$ cat src/rtl/multiply_32_seq_pkg.sv
// Shared definitions for the sequential shift-add multiplier.
// Holds state encodings and default sizing so the multiplier and any
// future signed variant agree on them.
package multiply_32_seq_pkg;

  // FSM encodings; the unused code 2'd3 is treated as idle by the FSM
  typedef enum logic [1:0] {
    S_IDLE = 2'd0,
    S_RUN  = 2'd1,
    S_DONE = 2'd2
  } state_t;

  // Default operand width (product is twice this)
  localparam int DEFAULT_WIDTH = 32;

  // Default iteration counter width; 2**CNT_W must exceed WIDTH
  localparam int DEFAULT_CNT_W = 6;

endpackage : multiply_32_seq_pkg

$ cat src/rtl/multiply_32_seq_step.sv
// One shift-add iteration of the unsigned multiplier.
// The partial product register holds the accumulated high half in
// p[2W-1:W] and the not-yet-consumed multiplier bits in p[W-1:0].
// The current multiplier bit is p[0]. The sum is one bit wider than an
// operand, so the carry becomes the new MSB after the right shift and
// no product bit is ever dropped.
module multiply_32_seq_step #(
  parameter int WIDTH = 32
) (
  input  logic [2*WIDTH-1:0] p,
  input  logic [WIDTH-1:0]   mcand,
  output logic [2*WIDTH-1:0] p_next
);

  logic [WIDTH:0] addend;
  logic [WIDTH:0] sum;

  // Add the multiplicand into the high half when the current bit is set,
  // then shift the whole register right by one
  always_comb begin
    addend = '0;
    if (p[0]) begin
      addend = {1'b0, mcand};
    end
    sum    = {1'b0, p[2*WIDTH-1:WIDTH]} + addend;
    p_next = {sum, p[WIDTH-1:1]};
  end

endmodule : multiply_32_seq_step

$ cat src/rtl/multiply_32_seq.sv
// Iterative unsigned WIDTH x WIDTH shift-add multiplier.
//
// Handshake: start is a request that is taken only in a cycle where
// ready=1; a and b are sampled on that same rising edge and ignored at all
// other times. A request while ready=0 is dropped, not queued. done pulses
// for exactly one cycle when out/out_hi/overflow carry the new product;
// those outputs then hold until the next product completes.
//
// Timing: an accept edge is followed by WIDTH iteration edges and one
// final edge that publishes the product, so done is high in the cycle after
// the (WIDTH+1)-th edge following the accept, independent of operand values.
module multiply_32_seq
  import multiply_32_seq_pkg::*;
#(
  parameter int WIDTH = DEFAULT_WIDTH,
  parameter int CNT_W = DEFAULT_CNT_W
) (
  input  logic             clk,
  input  logic             rst,
  input  logic             start,
  input  logic [WIDTH-1:0] a,
  input  logic [WIDTH-1:0] b,
  output logic             ready,
  output logic             done,
  output logic [WIDTH-1:0] out,
  output logic [WIDTH-1:0] out_hi,
  output logic             overflow,
  output logic [1:0]       dbg_state
);

  localparam logic [CNT_W-1:0] LAST_COUNT = CNT_W'(WIDTH);

  state_t             state;
  logic [CNT_W-1:0]   count;
  logic [WIDTH-1:0]   mcand;
  logic [2*WIDTH-1:0] p;
  logic [2*WIDTH-1:0] p_next;

  // Combinational single iteration of the datapath
  multiply_32_seq_step #(
    .WIDTH (WIDTH)
  ) u_step (
    .p      (p),
    .mcand  (mcand),
    .p_next (p_next)
  );

  // Expose the FSM state for observation
  assign dbg_state = state;

  // FSM, iteration counter, datapath registers and registered outputs
  always_ff @(posedge clk) begin
    if (rst) begin
      state    <= S_IDLE;
      ready    <= 1'b1;
      done     <= 1'b0;
      out      <= '0;
      out_hi   <= '0;
      overflow <= 1'b0;
      count    <= '0;
      mcand    <= '0;
      p        <= '0;
    end else begin
      case (state)
        S_RUN: begin
          if (count == LAST_COUNT) begin
            // All WIDTH iterations are in p: publish the product
            state    <= S_DONE;
            ready    <= 1'b1;
            done     <= 1'b1;
            out      <= p[WIDTH-1:0];
            out_hi   <= p[2*WIDTH-1:WIDTH];
            overflow <= |p[2*WIDTH-1:WIDTH];
          end else begin
            p     <= p_next;
            count <= count + 1'b1;
            done  <= 1'b0;
          end
        end

        // S_IDLE, S_DONE and the unreachable code 2'd3 all accept work;
        // done drops after one cycle so it can never be high twice in a row
        default: begin
          done <= 1'b0;
          if (start) begin
            state <= S_RUN;
            ready <= 1'b0;
            mcand <= a;
            p     <= {{WIDTH{1'b0}}, b};
            count <= '0;
          end else begin
            state <= S_IDLE;
            ready <= 1'b1;
          end
        end
      endcase
    end
  end

endmodule : multiply_32_seq
$ cat config.mk
export PLATFORM = sky130hd
export DESIGN_NAME = multiply_32_seq
export DESIGN_NICKNAME = d
export VERILOG_FILES = /design/src/rtl/multiply_32_seq_pkg.sv /design/src/rtl/multiply_32_seq_step.sv /design/src/rtl/multiply_32_seq.sv
export SDC_FILE = /design/constraint.sdc
export NUM_CORES = 1
export LEC_CHECK = 0
export ABC_AREA = 1
export CORE_MARGIN = 3
export CORE_UTILIZATION = 39
export CTS_CLUSTER_DIAMETER = 200
export DETAILED_ROUTE_END_ITERATION = 8
export PLACE_DENSITY = 0.57
export REMOVE_ABC_BUFFERS = 1
export SETUP_SLACK_MARGIN = 0.1
export SKIP_CTS_REPAIR_TIMING = 1
export SYNTH_ARGS = -nofsm -noshare
export SYNTH_HDL_FRONTEND = slang
export SYNTH_SLANG_ARGS = --single-unit
$ cat constraint.sdc
create_clock -name clk -period 7.5 [get_ports clk]
set_input_delay 1.5 -clock clk [delete_from_list [all_inputs] [get_ports clk]]
set_output_delay 1.5 -clock clk [all_outputs]
set_load 0.1 [all_outputs]
* After elaboration in Yosys (flattened, before gate mapping)
Index checks and enable logic that the tools add are counted.
** Operators by class
- Equal/unequal tests :: 4
- Add/subtract/negate cells :: 2
- Bitwise logic cells :: 1
- Multiplexer cells :: 14
- Reduce and logical (&&, ||, !) cells :: 6
** Operators with widths (number)
- $mux W64 :: 3
- $add A32 B32 Y33 :: 1
- $mux W32 :: 1
- $reduce_or A32 Y1 :: 1
- $mux W6 :: 3
- $add A6 B1 Y6 const B :: 1
- $eq A6 B6 Y1 const B :: 1
- $reduce_and A2 Y1 :: 3
- $mux W1 :: 5
- $mux W2 :: 2
- $ne A2 B2 Y1 const B :: 2
- $eq A2 B1 Y1 const B :: 1
- $reduce_bool A2 Y1 :: 1
- $reduce_or A2 Y1 :: 1
- $not A1 Y1 :: 1
** Word-level totals
- Bits of input ports :: 67
- Logic and storage cells :: 36
- Bits in registers :: 171
- Output and inout port bits :: 69

* Logic depth before layout (Yosys ltp)
Gate-level depths: netlist of run 1.
- Depth in word-level cells :: 4
- Depth in mapped cells :: 18
- Mapped depth without buffers :: 16

* Modules after synthesis
From an unflattened synthesis of run 1, not the netlist that was laid out.
** Unflattened totals
- Cell total of the unflattened synthesis :: 1536
- Area total of the unflattened synthesis :: 9689.3 um^2
** By module, submodules not included
- multiply_32_seq :: instances 1, area each 6781.5 um^2, cells each 937, seq. area each 3423.3 um^2
- multiply_32_seq_step :: instances 1, area each 2907.8 um^2, cells each 599, seq. area each 0.0 um^2

* Worst setup path before layout of run 1
OpenSTA, ideal clock, no wires.
- Path type :: reg2out
- Start point :: reg state[1], in the netlist dbg_state[1]
- End point :: out dbg_state[1]
- Data arrival time :: 1.024 ns
- Path buffers :: 0
- Stages on the path, launching flop included :: 1
- Setup slack :: 4.976 ns
- Data required time :: 6.000 ns
- Path through :: dfxtp_1
** RTL lines
- start: declaration :: line multiply_32_seq.sv:33 : state_t state;
- start signal: assignment :: line multiply_32_seq.sv:54 : state <= S_IDLE;
- start signal: assignment :: line multiply_32_seq.sv:68 : state <= S_DONE;
- start signal: assignment :: line multiply_32_seq.sv:86 : state <= S_RUN;
- end: declaration :: line multiply_32_seq.sv:28 : output logic [1:0] dbg_state
No word-level cell between the ends.

* Worst setup path after layout of run 1
- Start point :: reg state[1], in the netlist dbg_state[1]
- End point :: out dbg_state[1]
No word-level cell between the ends.

==> results of run 1 <==
## power groups by stage
stage	Combinational, µW	Sequential [µW]	Clock, µW
3_3_place_gp	203	995	0
4_1_cts	206	974	896
6_report	203	974	879
3_5_place_dp	206	994	0
5_1_grt	230	980	939
2_1_floorplan	113	994	0
## through the flow
stage	util, %	power [µW]	area (µm²)	hold slack, ps
detailed placement	46.7	1200	10400	452
CTS	49.3	2080	10900	458
global placement	46.7	1200	10400	449
floorplan	-	1110	8630	436
finish	49.3	2060	10900	462
global route	49.3	2150	10900	483
## sequential cells by signal, summed over array words and instances (netlist names)
signal,cells
out,32
dbg_state,2
mcand,32
done,1
out_hi,32
p,64
count,6
overflow,1
ready,1
## Yosys cell counts, types with 5 or more instances
cell type / n / area (µm²)
or2_2: 5 / 31.3
nor2_1: 172 / 646
xor2_1: 6 / 52.6
nand3_1: 85 / 425
buf_4: 5 / 37.5
nand2_1: 436 / 1640
o21ai_0: 97 / 485
ha_1: 34 / 425
a31oi_1: 32 / 200
clkbuf_1: 29 / 109
a21oi_1: 61 / 305
buf_2: 15 / 75.1
nor4_1: 9 / 56.3
nor3_1: 5 / 25.0
inv_1: 159 / 597
dfxtp_1: 171 / 3420
buf_6: 9 / 101
nand4_1: 6 / 37.5
o21ai_1: 7 / 35.0
## layout by cell type (no fill, tap or decap), types with 4 or more instances in the layout
master	count
nand4_1	6
o21ai_1	7
clkbuf_16	17
clkdlybuf4s50_1	134
dfxtp_1	171
a31oi_1	32
inv_1	158
ha_1	34
xor2_1	6
o21ai_0	97
nor2_1	172
inv_6	4
nor4_1	9
nand3_1	85
buf_4	5
nor3_1	5
nand3b_1	4
nand2_1	436
a21oi_1	61
or2_2	5
## logic make-up (layout without fill, tap and decap cells)
| kind of cell | Yosys count | after routing | synth area share, % |
|---|---|---|---|
| compound gates | 205 | 205 | 12.2 |
| xor+xnor | 7 | 7 | 0.684 |
| fa+ha+maj | 35 | 35 | 4.97 |
| buf+inv | 224 | 335 | 10.6 |
| flops | 171 | 171 | 38.2 |
| simple gates | 732 | 732 | 33.4 |
## worst min path at each step
stage,startpoint,end,cells after the start
floorplan,p[10],out[10],2
global placement,p[3],out[3],2
detailed placement,p[13],out[13],2
CTS,p[4],out[4],2
global route,p[16],out[16],2
finish,p[5],out[5],2
## worst min-delay path, stage by stage, from the launching register on
cell	delay, ps
dfxtp_1	330
nand2_1	60
nand2_1	40
## area by class of cell
| type | count | area, µm² |
|---|---|---|
| Inverter | 163 | 618 |
| Fill cell | 2391 | 11300 |
| Sequential cell | 171 | 3420 |
| Clock inverter | 15 | 153 |
| Clock buffer | 17 | 425 |
| Multi-Input combinational cell | 979 | 4590 |
| Timing Repair Buffer | 140 | 1380 |
| Tap cell | 280 | 350 |
## metal layers
layer	part of all wire (%)	vias to the layer above	track usage, %
li1	-	4548	-
met1	49	3869	28.7
met2	45	177	34.1
met3	5.6	20	5.69
met4	0.87	2	4.46
met5	0.050	-	0
==> impl_metrics.json, run 1 <==
{
  "firstDrtPassIters": 5,
  "tns_ps": 0,
  "slowest_delay_ps": 1180,
  "combinationalPowerShare_pct": 9.9,
  "vias": 8616,
  "antennaDiodeCount": 0,
  "wl_per_cell_um": 14.7,
  "path_max_fanout": 2,
  "worstSetupPathType": "register to output port",
  "path_cells": "clkdlybuf4s50_1",
  "synth_area_mm2": 0.00897,
  "post-route-min-period_ps": 3550,
  "clkPwrFrac_pct": 42.7,
  "h-tree-depth": 4,
  "slew_viol_final": 0,
  "numCtsBuffers": 17,
  "reg2reg_depth": 16,
  "p_int_uw": 1470,
  "cp.required_ps": 6000,
  "ys_async_sr_fraction_pct": 0,
  "layout-drive-gt1-share_pct": 3.97,
  "place_ws_ps": 3750,
  "cts_max_path_buffers": 2,
  "cp_num_cells": 1,
  "cp_slowest_cell": "clkdlybuf4s50_1",
  "r2r-start": "p[0]",
  "switchingPower_uw": 588,
  "timing_hold_violations_final": 0,
  "clock_latency_ps": 440,
  "setup_slack_ps": 3950,
  "grt_pass1_vias": 8187,
  "wl_um": 25900,
  "clkSlewWorstSetupHoldPaths_ps": 80,
  "yosysSeqAreaShare_pct": 38.2,
  "routabilityCongestion": 0.929,
  "ir_drop_v": 0.000130,
  "swShare_pct": 28.6,
  "sequentialPowerShare_pct": 47.4,
  "drcViolationCount": 0,
  "period_share_pct": 47.3,
  "grt_max_degree": 86,
  "hpwl_um": 18000,
  "setup_viol": 0,
  "drt_iter0_drc": 595,
  "crit_family": "buffers and inverters",
  "drv_cap": 0,
  "worst_pin_slew_ps": 1020,
  "cts.sinks": 171,
  "crit_start": "dbg_state[1]",
  "final.setup_skew_ps": 17.0,
  "cp-start-kind": "register",
  "boundaryPins": 136,
  "grt_pass1_wl_um": 42400,
  "fmax_mhz": 282,
  "power_density_mw_per_mm2": 188,
  "fp.dieH_um": 158,
  "synth_ff_type": "dfxtp_1",
  "endpoint": "dbg_state[1]",
  "start_util_pct": 40.3,
  "routed_via_density": 4.88,
  "reg2reg_to": "p[59]",
  "placedCellCount": 1733,
  "yosys_warnings": 0,
  "avgSynthCellArea_um2": 6.53,
  "cts_tree": "done",
  "die_area_mm2": 0.0249,
  "grt_setup_unrepaired": "no",
  "synthCells": 1374,
  "grt-ovfl-total": 0,
  "cts-root-buf": "clkbuf_16",
  "yosysUniqueCellTypes": 36,
  "area_growth_pct": 22.1,
  "synth_seq_cells": 171,
  "end_kind": "output port",
  "outcome": "finished, final reports clean",
  "synth_edf_count": 0,
  "relSlewSlack_pct": 31.6,
  "cp.buffers_inverters": 1,
  "hold_class": "register to register",
  "fin_cells": 1765,
  "io_buffers": 135,
  "nNetsFinal": 1574,
  "num_rows": 54,
  "cp.arrival_ps": 2050,
  "antenna_found_initial": 1,
  "grt_usage_pct": 21.2,
  "die_x_um": 158,
  "antenna_left": 0,
  "p_leak_uw": 0.00536,
  "rrSetupSlack_ps": 4210,
  "core_mm2": 0.0222
}
No activity file was read; power rests on OpenSTA's default activity.
==> run 2: changes to the inputs <==
clock period = 3.3 ns   (was 7.5 ns; I/O delays follow)
==> run 2 against run 1 <==
Effect of this change: register-to-register slack worse by 3300 ps; die area is the same; non-clock buffer count rose by 9; via count grew 1.5%; critical path type is now register to register; critical endpoint is now p[61].
==> impl_metrics.json, run 2 (synthesized netlist as in run 1, its figures left out) <==
{
  "power_density_mw_per_mm2": 444,
  "grt_usage_pct": 21.7,
  "h-tree-depth": 4,
  "grt_setup_unrepaired": "no",
  "grt_pass1_wl_um": 43400,
  "switchingPower_uw": 1390,
  "hpwl_um": 18900,
  "worst_pin_slew_ps": 812,
  "hold_end": "out[1]",
  "end_kind": "register",
  "power_uw": 4840,
  "fin_cells": 1774,
  "combinationalPowerShare_pct": 10.0,
  "clkSlewWorstSetupHoldPaths_ps": 80,
  "antennaDiodeCount": 0,
  "path_max_fanout": 14,
  "grt-ovfl-total": 0,
  "rrSetupSlack_ps": 920,
  "antenna_left": 0,
  "period_share_pct": 72.1,
  "firstDrtPassIters": 5,
  "cp.arrival_ps": 2740,
  "hold_class": "register to register",
  "setup_viol": 0,
  "post-route-min-period_ps": 2380,
  "vias": 8741,
  "cts_max_path_buffers": 2,
  "grt_max_degree": 44,
  "min_from": "p[1]",
  "largest_reg_flops": 64,
  "ir_drop_v": 0.000282,
  "boundaryPins": 136,
  "placedCellCount": 1742,
  "worstSetupPathType": "register to register",
  "antenna_found_initial": 0,
  "place_ws_ps": 977,
  "path_cells": "buf_4, nand2_1, inv_1, ha_1, nand2_1, inv_1, nand2_1, nand3_1, nand2_1, nand2_1, nand2_1, nand2_1, nand2_1, nand3_1, a21oi_1",
  "layout-drive-gt1-share_pct": 9.17,
  "start_util_pct": 40.3,
  "cp.required_ps": 3660,
  "fmax_mhz": 420,
  "num_rows": 54,
  "routabilityCongestion": 0.931,
  "swShare_pct": 28.8,
  "fp.dieH_um": 158,
  "cts-root-buf": "clkbuf_16",
  "reg2reg_to": "p[61]",
  "cp_slowest_cell": "dfxtp_1",
  "die_area_mm2": 0.0249,
  "critPathMostFrequentCell": "nand2_1",
  "crit_family": "simple AND/OR/NAND/NOR gates",
  "slowest_delay_ps": 400,
  "cp.buffers_inverters": 3,
  "p_int_uw": 3450,
  "core_mm2": 0.0222,
  "slew_viol_final": 0,
  "clock_latency_ps": 440,
  "top_register": "p",
  "die_x_um": 158,
  "holdWs_ps": 464,
  "drt_iter0_drc": 481,
  "wl_per_cell_um": 15.0,
  "cp-start-kind": "register",
  "cts.sinks": 171,
  "numCtsBuffers": 17,
  "routed_via_density": 4.93,
  "layout_commonest_cell": "nand2_1",
  "nNetsFinal": 1583,
  "clkPwrFrac_pct": 44.4,
  "min_path_cells": 2,
  "reg2reg_depth": 15,
  "outcome": "finished, final reports clean",
  "relSlewSlack_pct": 45.7,
  "timing_hold_violations_final": 0,
  "area_growth_pct": 21.6,
  "grt_pass1_vias": 8407,
  "cts_tree": "done",
  "final_cell_mix": "nand2_1, nor2_1, dfxtp_1",
  "wl_um": 26600,
  "setup_slack_ps": 921,
  "drcViolationCount": 0,
  "p_leak_uw": 0.00557,
  "drv_cap": 0,
  "r2r-start": "p[0]",
  "tns_ps": 0,
  "io_buffers": 135,
  "final.setup_skew_ps": 15.6,
  "cp_num_cells": 15,
  "sequentialPowerShare_pct": 45.6
}
[run 2: cell types whose count changed in the layout (fill, tap and decap cells not counted)]
cell,change
buf_4,+78
clkdlybuf4s50_1,-69
clkinv_8,+3
clkinv_2,-2
bufinv_16,+1
clkinv_4,-1
clkinvlp_4,-1
inv_12,+1
inv_6,-1
[run 2: routing by layer]
metal / wire [µm] / vias to the layer above / track usage, %
met5: 0 / - / 0
met4: 226 / 0 / 4.13
met3: 1620 / 19 / 5.58
met2: 11800 / 188 / 35.0
met1: 12900 / 3978 / 29.7
li1: - / 4556 / -
[run 2: worst min-delay path: cells and delay by family, from the launching register on]
| kind | cells | cell delay (ps) |
|---|---|---|
| flip-flops | 1 | 330 |
| AND/OR/NAND/NOR | 2 | 100 |
[run 2: through the flow]
| stage | area [µm²] | util [%] |
|---|---|---|
| 2_1_floorplan | 8630 | - |
| 3_3_place_gp | 10300 | 46.2 |
| 3_5_place_dp | 10300 | 46.2 |
| 4_1_cts | 10900 | 49.0 |
| 5_1_grt | 10900 | 49.0 |
| 6_report | 10900 | 49.0 |
[run 2: how the worst max path moves through the flow]
| stage | end | slack (ps) | from |
|---|---|---|---|
| 6_report | p[61] | 920 | p[0] |
| 5_1_grt | p[61] | 680 | p[0] |
| 4_1_cts | p[45] | 940 | p[0] |
| 3_5_place_dp | p[63] | 980 | p[0] |
| 3_3_place_gp | p[46] | 990 | p[0] |
| 2_1_floorplan | out[10] | 7 | dbg_state[0] |
[run 2: power groups by stage]
stage	Sequential (µW)	Combinational [µW]	Clock (µW)
after floorplan	2260	258	0
after global placement	2260	487	0
after detailed placement	2260	490	0
after CTS	2210	492	2210
after global routing	2220	544	2280
final	2210	485	2150
[run 2: final cells by class]
cell class | count | area (µm²)
clock buffers | 17 | 425
clock inverters | 15 | 213
fillers | 2373 | 11300
inverters | 163 | 618
multi-input cells | 979 | 4590
flip-flops and latches | 171 | 3420
well taps | 280 | 350
repair buffers | 149 | 1280
==> run 3: changes to the inputs <==
clock period = 2.3 ns   (was 3.3 ns; I/O delays follow)
==> run 3 against run 2 <==
Effect of this change: sequential cell count did not move; critical path depth fell by 1; combinational power rose by 55%; setup slack got worse by 690 ps; sequential power is 43% higher; worst hold slack improved by 1.2 ps; power increased by 41%; utilization rose by 2.0 points; non-clock buffer count increased by 16; largest cell class unchanged.
==> impl_metrics.json, run 3 (synthesized netlist as in run 1, its figures left out) <==
{
  "timing_hold_violations_final": 0,
  "io_buffers": 135,
  "cts_tree": "done",
  "die_x_um": 158,
  "fmax_mhz": 483,
  "area_growth_pct": 26.6,
  "place_ws_ps": -10.6,
  "end_kind": "register",
  "r2r-start": "p[0]",
  "fp.dieH_um": 158,
  "rrSetupSlack_ps": 230,
  "h-tree-depth": 4,
  "setup_slack_ps": 231,
  "power_density_mw_per_mm2": 602,
  "cts-root-buf": "clkbuf_16",
  "cp.arrival_ps": 2380,
  "reg2reg_depth": 14,
  "postPlaceCellArea_mm2": 0.0104,
  "antenna_found_initial": 0,
  "num_rows": 54,
  "clkSlewWorstSetupHoldPaths_ps": 80,
  "relSlewSlack_pct": 53.4,
  "layout-drive-gt1-share_pct": 14.4,
  "routabilityCongestion": 0.954,
  "antenna_left": 0,
  "start_util_pct": 40.3,
  "top_register": "p",
  "final_cell_mix": "nand2_1, dfxtp_1, nor2_1",
  "multi_input_area_mm2": 0.00490,
  "seq_area_mm2": 0.00343,
  "antennaDiodeCount": 0,
  "firstDrtPassIters": 5,
  "min_from": "p[11]",
  "slew_viol_final": 0,
  "worst_pin_slew_ps": 693,
  "post-route-min-period_ps": 2070,
  "ir_drop_v": 0.000387,
  "p_leak_uw": 0.00567,
  "die_area_mm2": 0.0249,
  "cts.sinks": 171,
  "tns_ps": 0,
  "hold_end": "out[11]",
  "holdWs_ps": 465,
  "grt_usage_pct": 21.6,
  "outcome": "finished, final reports clean",
  "boundaryPins": 136,
  "largest_reg_flops": 64,
  "min_path_cells": 2,
  "fill_cells": 2331,
  "drv_cap": 0,
  "design_area_mm2": 0.0114,
  "layout_commonest_cell": "nand2_1",
  "numCtsBuffers": 17,
  "routed_via_density": 4.89,
  "clock_latency_ps": 440,
  "wl_um": 26600,
  "drcViolationCount": 0,
  "worstSetupPathType": "register to register",
  "setup_viol": 0,
  "period_share_pct": 90.0,
  "nNetsFinal": 1599,
  "grt-ovfl-total": 0,
  "grt_max_degree": 91,
  "grt_setup_unrepaired": "yes",
  "final.setup_skew_ps": 16.9,
  "reg2reg_to": "p[56]",
  "path_max_fanout": 14,
  "cp.required_ps": 2610,
  "vias": 8745,
  "cp-start-kind": "register",
  "grt_pass1_vias": 8446,
  "crit_start": "p[0]",
  "core_mm2": 0.0222,
  "wl_per_cell_um": 14.8,
  "drt_iter0_drc": 518,
  "cts_max_path_buffers": 2,
  "hpwl_um": 19000,
  "grt_pass1_wl_um": 43000,
  "final_core_util_pct": 51.1,
  "hold_class": "register to register"
}
run 3: changes by cell type in the layout (fill, tap and decap cells not counted), moves of 13 or more:
| cell | delta |
|---|---|
| nand2_1 | -20 |
| nand2_2 | +18 |
| ha_1 | -15 |
| nor2_1 | -13 |
run 3: worst max-delay path, stage by stage, from the launching register on:
cell and delay, ps:
dfxtp_4 370, buf_12 150, nand2_1 50, inv_1 40
ha_1 360, nand2_1 150, nor2_1 110, buf_4 150
nand2_1 80, nand2_1 110, nand2_1 100, nand3_1 90
nand2_1 50, nand3_1 70, a21oi_1 60
run 3: through the flow:
step | total power (µW) | std cells
5_1_grt | 7120 | 1790
2_1_floorplan | 3610 | 1313
4_1_cts | 6890 | 1790
3_5_place_dp | 3970 | 1758
6_report | 6840 | 1790
3_3_place_gp | 3970 | 1758
run 3: how the worst max path moves through the flow:
stage / endpoint / cells after the start
after floorplan: out[10] / 8
after global placement: p[45] / 13
after detailed placement: p[47] / 15
after CTS: p[47] / 15
after global routing: p[46] / 13
final: p[56] / 14
run 3: final cells by class:
cell class | count | share of cell area, %
Clock inverter | 15 | 1.50
Inverter | 163 | 5.44
Multi-Input combinational cell | 979 | 43.2
Timing Repair Buffer | 165 | 12.9
Sequential cell | 171 | 30.2
Clock buffer | 17 | 3.75
Tap cell | 280 | 3.08
run 3: power by group:
group / switching, µW / leakage [µW] / internal (µW)
clock network: 1450 / 0.000293 / 1470
registers: 89.6 / 0.00139 / 3080
logic: 440 / 0.00398 / 310
run 3: metal layers:
metal | global-route usage (%) | wire length (µm) | up-vias
li1 | - | - | 4604
met4 | 5.54 | 272 | 0
met5 | 0 | 0 | -
met1 | 29.2 | 12900 | 3952
met2 | 34.9 | 11900 | 168
met3 | 5.00 | 1420 | 21
